$ cat src/rtl/adder_rr_scheduler.sv
// Round-robin scheduler that time-shares one external 8-bit adder among NUM_REQ
// requesters, chaining multi-byte add/sub ops byte by byte. Optional: ADDSCHED_SAT_EN.
module adder_rr_scheduler #(
    parameter int NUM_REQ = 4,
    parameter int WORDS   = 2,
    parameter int IDW     = 2
) (
    input  logic                   clk,
    input  logic                   rst,
    input  logic [NUM_REQ-1:0]     req_valid,
    output logic [NUM_REQ-1:0]     req_ready,
    input  logic [NUM_REQ*8*WORDS-1:0] req_a,
    input  logic [NUM_REQ*8*WORDS-1:0] req_b,
    input  logic [NUM_REQ-1:0]     req_sub,
    output logic [7:0]             add_a,
    output logic [7:0]             add_b,
    output logic                   add_cin,
    input  logic [7:0]             add_s,
    input  logic                   add_cout,
    output logic                   rsp_valid,
    input  logic                   rsp_ready,
    output logic [8*WORDS-1:0]     rsp_data,
    output logic                   rsp_cout,
    output logic [IDW-1:0]         rsp_id
);
    localparam int W  = 8 * WORDS;
    localparam int BW = (WORDS > 1) ? $clog2(WORDS) : 1;
    localparam logic [BW-1:0]  LAST_BYTE = BW'(WORDS - 1);
    localparam logic [IDW-1:0] LAST_REQ  = IDW'(NUM_REQ - 1);

    typedef enum logic [1:0] {
        IDLE = 2'd0,
        RUN  = 2'd1,
        DONE = 2'd2
    } state_t;

    state_t         state, state_next;
    logic [IDW-1:0] rr_ptr, gnt_q, gnt_idx;
    logic           gnt_found;
    logic [BW-1:0]  byte_idx;
    logic           carry, sub_q;
    logic [W-1:0]   a_q, b_q, result, result_next;
    logic           accept, last_byte;
    int             idx;

    // Search from rr_ptr upward, wrapping, for the first valid requester.
    always_comb begin
        gnt_found = 1'b0;
        gnt_idx   = '0;
        idx       = 0;
        for (int k = 0; k < NUM_REQ; k++) begin
            idx = int'(rr_ptr) + k;
            if (idx >= NUM_REQ) idx = idx - NUM_REQ;
            if (!gnt_found && req_valid[idx]) begin
                gnt_found = 1'b1;
                gnt_idx   = idx[IDW-1:0];
            end
        end
    end

    assign accept    = (state == IDLE) && gnt_found && !rst;
    assign last_byte = (byte_idx == LAST_BYTE);

    always_comb begin
        req_ready = '0;
        if (accept) req_ready[gnt_idx] = 1'b1;
    end

    always_ff @(posedge clk or posedge rst) begin
        if (rst) state <= IDLE;
        else     state <= state_next;
    end

    always_comb begin
        state_next = state;
        case (state)
            IDLE:    if (gnt_found) state_next = RUN;
            RUN:     if (last_byte) state_next = DONE;
            DONE:    if (rsp_ready) state_next = IDLE;
            default: state_next = IDLE;
        endcase
    end

    // The adder is only driven while a byte is in flight.
    always_comb begin
        add_a   = '0;
        add_b   = '0;
        add_cin = 1'b0;
        if (state == RUN) begin
            add_a   = a_q[8*byte_idx +: 8];
            add_b   = sub_q ? ~b_q[8*byte_idx +: 8] : b_q[8*byte_idx +: 8];
            add_cin = carry;
        end
    end

    always_comb begin
        result_next = result;
        result_next[8*byte_idx +: 8] = add_s;
`ifdef ADDSCHED_SAT_EN
        // Clamp on the last byte; the raw carry is still reported on rsp_cout.
        if (last_byte) begin
            if (!sub_q && add_cout)     result_next = '1;
            else if (sub_q && !add_cout) result_next = '0;
        end
`endif
    end

    always_ff @(posedge clk or posedge rst) begin
        if (rst) begin
            rr_ptr   <= '0;
            gnt_q    <= '0;
            byte_idx <= '0;
            carry    <= 1'b0;
            sub_q    <= 1'b0;
            a_q      <= '0;
            b_q      <= '0;
            result   <= '0;
        end else begin
            case (state)
                IDLE: if (gnt_found) begin
                    a_q      <= req_a[gnt_idx*W +: W];
                    b_q      <= req_b[gnt_idx*W +: W];
                    sub_q    <= req_sub[gnt_idx];
                    gnt_q    <= gnt_idx;
                    byte_idx <= '0;
                    carry    <= req_sub[gnt_idx];
                end
                RUN: begin
                    result <= result_next;
                    carry  <= add_cout;
                    if (!last_byte) byte_idx <= byte_idx + 1'b1;
                end
                DONE: if (rsp_ready) begin
                    rr_ptr <= (gnt_q == LAST_REQ) ? '0 : gnt_q + 1'b1;
                end
                default: ;
            endcase
        end
    end

    assign rsp_valid = (state == DONE);
    assign rsp_data  = result;
    assign rsp_cout  = (state == DONE) && carry;
    assign rsp_id    = gnt_q;
endmodule

$ cat config.mk
export PLATFORM = sky130hd
export DESIGN_NAME = adder_rr_scheduler
export DESIGN_NICKNAME = d
export VERILOG_FILES = /design/src/rtl/adder_rr_scheduler.sv
export SDC_FILE = /design/constraint.sdc
export NUM_CORES = 1
export LEC_CHECK = 0
export ABC_CLOCK_PERIOD_IN_PS = 2900
export CORE_UTILIZATION = 55
export DETAILED_ROUTE_END_ITERATION = 16
export DONT_BUFFER_PORTS = 1
export PLACE_DENSITY = 0.7
export SYNTH_ARGS = -nofsm -noshare
export SYNTH_HDL_FRONTEND = slang
export SYNTH_SLANG_ARGS = --single-unit
$ cat constraint.sdc
create_clock -name clk -period 2.9 [get_ports clk]
set_input_delay 0.58 -clock clk [delete_from_list [all_inputs] [get_ports clk]]
set_output_delay 0.58 -clock clk [all_outputs]
set_load 0.02 [all_outputs]
; ---- Word-level counts from Yosys, hierarchy flattened
; Index checks and enable logic that the tools add are counted.
[word_totals]
mem_bits_rw = 0
romBits = 0
wordCells = 103
latch_bits = 0
memories = 0
output_inout_bits = 41
reg_bits = 57
[op_classes]
n_bitwise = 1
order_cmp = 10
mux = 44
n_shift = 6
div = 0
n_reduce_logical = 17
addsub = 10
multipliers = 0
eq_ne = 6
[ops]
columns = cell, n
row1 = "< comparator 32 x 4 -> 1 bit, second input constant", 4
row2 = 2-to-1 mux 32 bit, 4
row3 = indexed part select 64 x 7 -> 16 bit, 2
row4 = negator 4 -> 34 bit, 1
row5 = "variable shift 8 x 34 -> 16 bit, first input constant", 1
row6 = indexed part select 8 x 34 -> 16 bit, 1
row7 = indexed part select 16 x 5 -> 8 bit, 2
row8 = 2-to-1 mux 8 bit, 3
row9 = 2-to-1 mux 1 bit, 18
row10 = bitwise mux 16 bit, 1
row11 = 2-to-1 mux 2 bit, 8
row12 = "subtractor 3 x 3 -> 4 bit, second input constant", 3
row13 = binary-select mux 1 bit (select 2 bit), 5
row14 = ">= comparator 3 bit, second input constant", 3
row15 = NOT 8 bit, 1
row16 = logical AND 1 bit, 7
row17 = "adder 2 x 2 -> 3 bit, second input constant", 2
row18 = case mux 2 bit (3 select lines), 1
row19 = AND reduction 2 bit, 3
row20 = "equality test 2 bit, second input constant", 2
row21 = zero test 1 bit, 4
row22 = 2-to-1 mux 4 bit, 1
row23 = "!= test 2 bit, second input constant", 2
row24 = case mux 1 bit (2 select lines), 2
row25 = 13 further kinds, 13

; ---- Logic depth before layout (Yosys ltp)
[depth]
depth_word = 20
mapped_depth = 8

; ---- Worst setup path after synthesis
; No wires, ideal clock.
[synth_path]
path_kind = input to output
startpoint = input rst
endpoint = output req_ready[0]
arrival_ns = 2.242
path_stages = 2
path_buffers = 0
path_slack_ns = 0.078
cell_sequence = inv_1 > and3_1
[synth_between]
elab_chain_len = 3
[synth_lines]
columns = item, line
row1 = "start, declared", 9  ; input logic rst,
row2 = zero test 1 bit (no line), -
row3 = logical AND 1 bit, 61  ; assign accept = (state == IDLE) && gnt_found && !rst;
row4 = 2-to-1 mux 4 bit, 66  ; if (accept) req_ready[gnt_idx] = 1'b1;
row5 = "end, declared", 11  ; output logic [NUM_REQ-1:0] req_ready,
; No other way between the ends.

; ---- Final worst setup path
[layout_path]
startpoint = register rr_ptr[1]
endpoint = output req_ready[3]
[layout_between]
elab_chain_len = 20
word_cells_on_any_way = 49
cone_classes = add/sub: 7 / order compare: 6 / mux: 27 / reduce/logical: 9
[layout_lines]
columns = item, line
row1 = "start, declared", 38  ; logic [IDW-1:0] rr_ptr, gnt_q, gnt_idx;
row2 = "start signal, assigned", 134  ; rr_ptr <= (gnt_q == LAST_REQ) ? '0 : gnt_q + 1'b1;
row3 = branches (longest 19 deep; another with subtractor 3 x 3 -> 4 bit), -
row4 = 2-to-1 mux 4 bit (*), 66
; Every way passes the cells marked *. The select of a mux whose other input is x is not followed.

==> results by group <==
Power
  – Total Power: 5.17 mW
  – Worst VDD drop: 0.509 mV
  – PwrDens: 1270 nW/um^2
  – Lkg Pwr: 1.71 nW

Routing
  – Post-route ant nets: 0
  – Via density: 7.02
  – Total Wirelength: 10,900 um
  – DR iter-0 viols: 172
  – DR pass1 iterations: 4
  – Vias: 3,206
  – Drt wl/cell: 23.8 um
  – DR DRC count: 0

Floorplan
  – Die ar.: 7320 um^2
  – # IOs: 189
  – Initial cell density of the core: 0.568
  – Row cnt: 30
  – Chip width: 85.6 um
  – Die Y: 85.6 um
  – Core region area: 6760 um^2

Clock network
  – Buffer count from post-CTS setup fixing: 0
  – # hold bufs at CTS: 0
  – Clock buffer depth: 2
  – Worst skew pair latency: 0.34 ns
  – H-tree lvl count: 3
  – CTS tree: built
  – Clock slew at the register clock pins of the worst setup and hold paths: 0.07 ns
  – TritonCTS Buffers: 9
  – Root Driver: clkbuf_8
  – Clock sinks: 57
  – CTS resizes: 0

Setup path
  – Crit Path Class: flip-flop to output port
  – CP Launch Type: flip-flop
  – Crit Path Max Fanout: 16
  – CP peak stage delay: 0.70 ns
  – Crit path buf inv count: 1
  – Slowest CP cell: dfrtp_1
  – CP Cell Sequence: inv_1, a21oi_1, o221a_2, and3_1
  – Crit end category: output port
  – Worst EP arrival: 1.96 ns
  – Required @ worst endpoint: 2.32 ns
  – Family with the most delay on the worst path: flip-flops

Global route
  – Antenna violations before repair: 0
  – Largest net degree at the start of global routing: 42
  – First-pass GRT wire length: 16,300 um
  – Grt ovf: 0
  – Number of global-route vias before repair: 3,137
  – Total GRT Usage: 0.299

Synthesis
  – Seq cells post-synth: 57
  – Cell count after synthesis: 380
  – Synth unique cells: 49
  – Ys Warns: 0
  – Number of flops mapped to enable cells by yosys: 0
  – Asr flop ratio synth: 1.00
  – Ys flop type: dfrtp_1
  – Synthesized cell area: 3840 um^2
  – Syn Nets: 529
  – Avg Cell Area, Syn: 10.1 um^2
  – Register area share after synthesis: 0.371

STA
  – Hold Fails Final Rpt: 0
  – Period Utilization, post-route: 0.877
  – Slew margin rel.: 0.435
  – Final Skew: 0.00873 ns
  – Period minus WS final: 2.54 ns
  – Fin. max-slew vios: 0
  – # setup viols final: 0
  – Worst slew pin tran: 0.848 ns
  – Setup TNS: 0 ns
  – Unrepaired setup endpoints after global routing: no
  – Max Freq: 393 MHz

Finish
  – Fillers: 608
  – Area Overhead vs Synth: 6.26%
  – Finished Cell Area: 4080 um^2
  – Inserted Diodes: 0
  – Total Nets Final: 521
  – Share of cells above drive strength 1: 0.249

Place
  – Post-DP Area: 3880 um^2
  – Routability cong.: 0.863
  – HPWL after DPL: 7910 um
  – Input/output buffers: 0

Run status
  – Status: finished clean

Worst hold path
  – Hold WC Path Type: input port to async pin

Job
  – Max-Cap Viols: 0
[cell usage after synthesis, types with 9 or more instances]
library cell  instances  share of area
buf_2                12          0.016
nand2_1               9         0.0088
o21ai_1              16          0.021
a221o_1              32          0.083
nor2_1               20          0.020
mux2_2               17          0.050
o21ai_0              21          0.027
nand3_2              30          0.078
clkbuf_1             11          0.011
dfrtp_1              57           0.37
a21oi_1              35          0.046
mux2i_1              17          0.044
o22a_1               32          0.073
[flip-flops by register name, indices dropped and copies added, names as in the netlist]
signal and cells:
byte_idx 1, state 2, rsp_id 2, rr_ptr 2, sub_q 1, b_q 16
rsp_data 16, carry 1, a_q 16
[path summary, 6_finish.rpt]
| path | endpoint | startpoint | slack, ns | cells after the start |
|---|---|---|---|---|
| setup reg to reg | a_q[6] | rr_ptr[1] | 0.51 | 5 |
| max in group asynchronous | carry | rst | 1.93 | 2 |
| hold reg to reg | a_q[15] | a_q[15] | 0.51 | 1 |
| min in group clk | state[1] | rsp_ready | 0.34 | 1 |
| hold / removal | b_q[10] | rst | 0.11 | 1 |
| setup / recovery | req_ready[3] | rr_ptr[1] | 0.36 | 4 |
[power by group]
part	switching [mW]	internal [mW]	total, mW
Combinational	1.52	1.15	2.67
Sequential	0.547	1.21	1.76
Clock	0.321	0.417	0.738
[per-stage QoR]
stage	setup slack, ns	std cells	util	hold slack (ns)
2_1_floorplan	0.0781	380	-	0.481
3_3_place_gp	0.528	441	0.575	0.480
3_5_place_dp	0.490	441	0.575	0.489
4_1_cts	0.368	457	0.604	0.125
5_1_grt	0.248	457	0.604	0.127
6_report	0.355	457	0.604	0.114
[metal layers]
metal | vias to the layer above | global-route usage | share of wire
li1 | 1455 | - | -
met1 | 1574 | 0.357 | 0.40
met2 | 165 | 0.511 | 0.51
met3 | 12 | 0.102 | 0.082
met4 | 0 | 0.0879 | 0.014
met5 | - | 0 | 0
[cells by family after synthesis]
family | share of synthesized area
AOI/OAI and AO/OA | 0.284
adders and majority gates | 0.00326
and+or+nand+nor | 0.164
buffers and inverters | 0.0648
DFF | 0.371
muxes | 0.0942
xor gates and xnor gates | 0.0182
[layout by cell type, fill, tap and decap left out, drive strengths merged, types with 4 or more instances in the layout]
master	n
and3	4
xor2	8
mux2	17
nand2	9
nor2b	5
o21ai	38
nand2b	4
o22a	32
nor2	22
a21oi	35
clkbuf	11
buf	18
dfrtp	57
a221o	32
mux2i	17
nand3	34
[final cells by class]
cell class                 count  area, um^2  area share
timing repair buffer          18         148      0.0362
clock buffer                  11         141      0.0347
sequential                    57        1430       0.350
inverter                       3        11.3     0.00276
tap                           80         100      0.0245
clock inverter                 5        55.1      0.0135
multi-input combinational    283        2200       0.539
No activity file was read; power rests on OpenSTA's default activity.
==> RTL change, RTL diff (same settings) <==
The option `ADDSCHED_SAT_EN` is turned on by a define.
--- a/src/rtl/adder_rr_scheduler.sv
+++ b/src/rtl/adder_rr_scheduler.sv
@@ -1,5 +1,7 @@
 // Round-robin scheduler that time-shares one external 8-bit adder among NUM_REQ
 // requesters, chaining multi-byte add/sub ops byte by byte. Optional: ADDSCHED_SAT_EN.
+`define ADDSCHED_SAT_EN
+
 module adder_rr_scheduler #(
     parameter int NUM_REQ = 4,
     parameter int WORDS   = 2,
Check against the original RTL: not equivalent (a bounded check fails within 4 cycles, from zero or initial values and one cycle with rst high).
==> RTL change against the original RTL <==
Final area rose by 3.6%. Utilization is 0.81 points higher. Die area grew 4.4%. Via count increased by 12%. Setup slack got worse by 0.063 ns. Sequential cell count stayed put. Count of clock-buffer cells in the layout increased by 1. Total power up 3.4%. Global-route usage rose by 0.067 points. Area after synthesis grew 4.5%. Wire length increased by 7.1%. Maximum frequency down 2.4%. Worst hold slack worse by 0.087 ns.
==> RTL change: results (changes against the original RTL) <==
Parameter                              Value

Outcome
  Outcome ... completed

Power and ir drop
  Leak pwr ... 1.73 nW (+1.3%)
  VDD IR max ... 0.000584 V (+15%)

GRT
  Pin count of the biggest net entering global routing ... 34 (-19%)
  Overall Global Routing Usage ... 29.9% (+0.067 points)
  Antenna violations before repair ... 0 (unchanged)
  Via count of the first global-routing pass ... 3354 (+6.9%)
  Global-route wire length before repair ... 17.1 mm (+5.3%)

STA
  Maximum clock skew at final layout ... 0.00591 ns (-0.00282 ns)
  Slack of the critical path ... 0.292 ns (-0.0634 ns)
  Max_slew headroom ... 42.1% (-1.4 points)

Final layout
  Number of nets in the layout ... 574 (+10%)
  Proportion of layout cells with a drive suffix above 1 ... 15.6% (-9.3 points)
  Antenna Cells ... 0 (unchanged)

Placement
  Dpl hpwl ... 8.44 mm (+6.6%)
  IO buf count ... 0 (unchanged)
  Placer Congestion ... 0.828 (-4.1%)
  Worst slack at placement ... 0.602 ns (+0.112 ns)

Synthesis
  Post-synthesis sequential area ratio ... 35.6% (-1.6 points)
  Nets in the synthesized netlist ... 595 (+12%)
  Count of unique library cells instantiated by Yosys ... 47 (-4.1%)
  Synth warnings ... 0 (unchanged)
  Most instantiated cells after synthesis ... dfrtp_1 (57), a21oi_1 (53), o21ai_0 (49)
  Ys flop type ... dfrtp_1
  Synth area leaders ... dfrtp_1 (36%), a221o_1 (8.0%), o22a_1 (7.2%)
  Asr flop ratio synth ... 100% (unchanged)

Clock network
  Clock Root Buffer ... clkbuf_8
  Post-CTS resize count ... 0 (unchanged)
  Max Buffers Root-to-Sink ... 2 (unchanged)
  # hold bufs at CTS ... 0 (unchanged)
  CTS H-tree depth ... 3 (unchanged)
  Clock slew at reported path FFs ... 0.06 ns
  Buffers inserted by post-CTS timing repair ... 0 (unchanged)
  Cts bufs inserted ... 9 (unchanged)
  Clock network latency to the later pin of the worst-skew pair ... 0.33 ns

Route
  Starting DRT DRC Count ... 142 (-17%)
  WL per Instance ... 22.2 um (-6.7%)
  Total iterations of the first detailed-routing run ... 4 (unchanged)
  Total via count after detailed routing ... 3576 (+12%)

Worst setup path
  Category of cells accounting for the largest share of critical-path delay ... simple AND/OR/NAND/NOR gates
  Delay of the slowest critical-path stage ... 0.49 ns (-0.21 ns)
  WP data arrival ... 2.03 ns (+0.07 ns)
  Highest fanout seen on the critical path ... 11 (-5)
  Master of the slowest instance on the critical path ... dfrtp_1

Worst hold path
  Class of the worst hold path ... in2async
## RTL change: logic make-up (layout without fill, tap and decap cells)
group / count (synthesis) / after routing / synth area share, %
flops: 57 / 57 / 35.6
compound gates: 198 / 198 / 33.8
mux: 20 / 20 / 5.08
buf+inv: 55 / 38 / 7.55
simple gates: 105 / 105 / 15.5
xor+xnor: 8 / 8 / 1.75
fa+ha+maj: 3 / 3 / 0.811
## RTL change: path summary, 6_finish.rpt
kind                       startpoint      endpoint  slack [ns]  cells after the start
max                         rr_ptr[0]  req_ready[1]        0.29                      4
min                               rst         sub_q        0.03                      1
max reg2reg                 rr_ptr[1]         carry        0.55                      6
min reg2reg                   a_q[12]       a_q[12]        0.51                      1
max in group asynchronous         rst       b_q[12]        2.23                      2
min in group clk            rsp_ready      state[1]        0.35                      1
## RTL change: metrics by stage
stage | instances | area (um2)
CTS | 525 | 4230
detailed placement | 510 | 4030
global placement | 510 | 4030
global route | 525 | 4230
finish | 525 | 4230
floorplan | 446 | 4010
## RTL change: worst register-to-register path, stage by stage, from the launching register on
cell and delay [ns]:
dfrtp_1 0.68, o21ai_0 0.33, a211oi_4 0.55, buf_12 0.23
o21ai_0 0.09, a211o_1 0.28, o211ai_1 0.10
## RTL change: final cells by class
cell class | count | area, um2
inverter | 7 | 26.3
clock buffer | 12 | 155
fill | 611 | 2680
timing repair buffer | 16 | 145
clock inverter | 3 | 40.0
sequential | 57 | 1430
tap | 96 | 120
multi-input combinational | 334 | 2310
## RTL change: routing by layer
| metal | wire [um] | vias up | GRT usage, % |
|---|---|---|---|
| met1 | 4750 | 1750 | 37.9 |
| met4 | 127 | 0 | 6.71 |
| met2 | 5730 | 172 | 50.8 |
| li1 | - | 1641 | - |
| met3 | 1030 | 13 | 8.53 |
| met5 | 0 | - | 0 |
## RTL change: power breakdown
part	switching, W	leakage (nW)	internal [W]
Clock	0.000300	0.102	0.000436
Sequential	0.000531	0.663	0.00121
Combinational	0.00168	0.970	0.00119
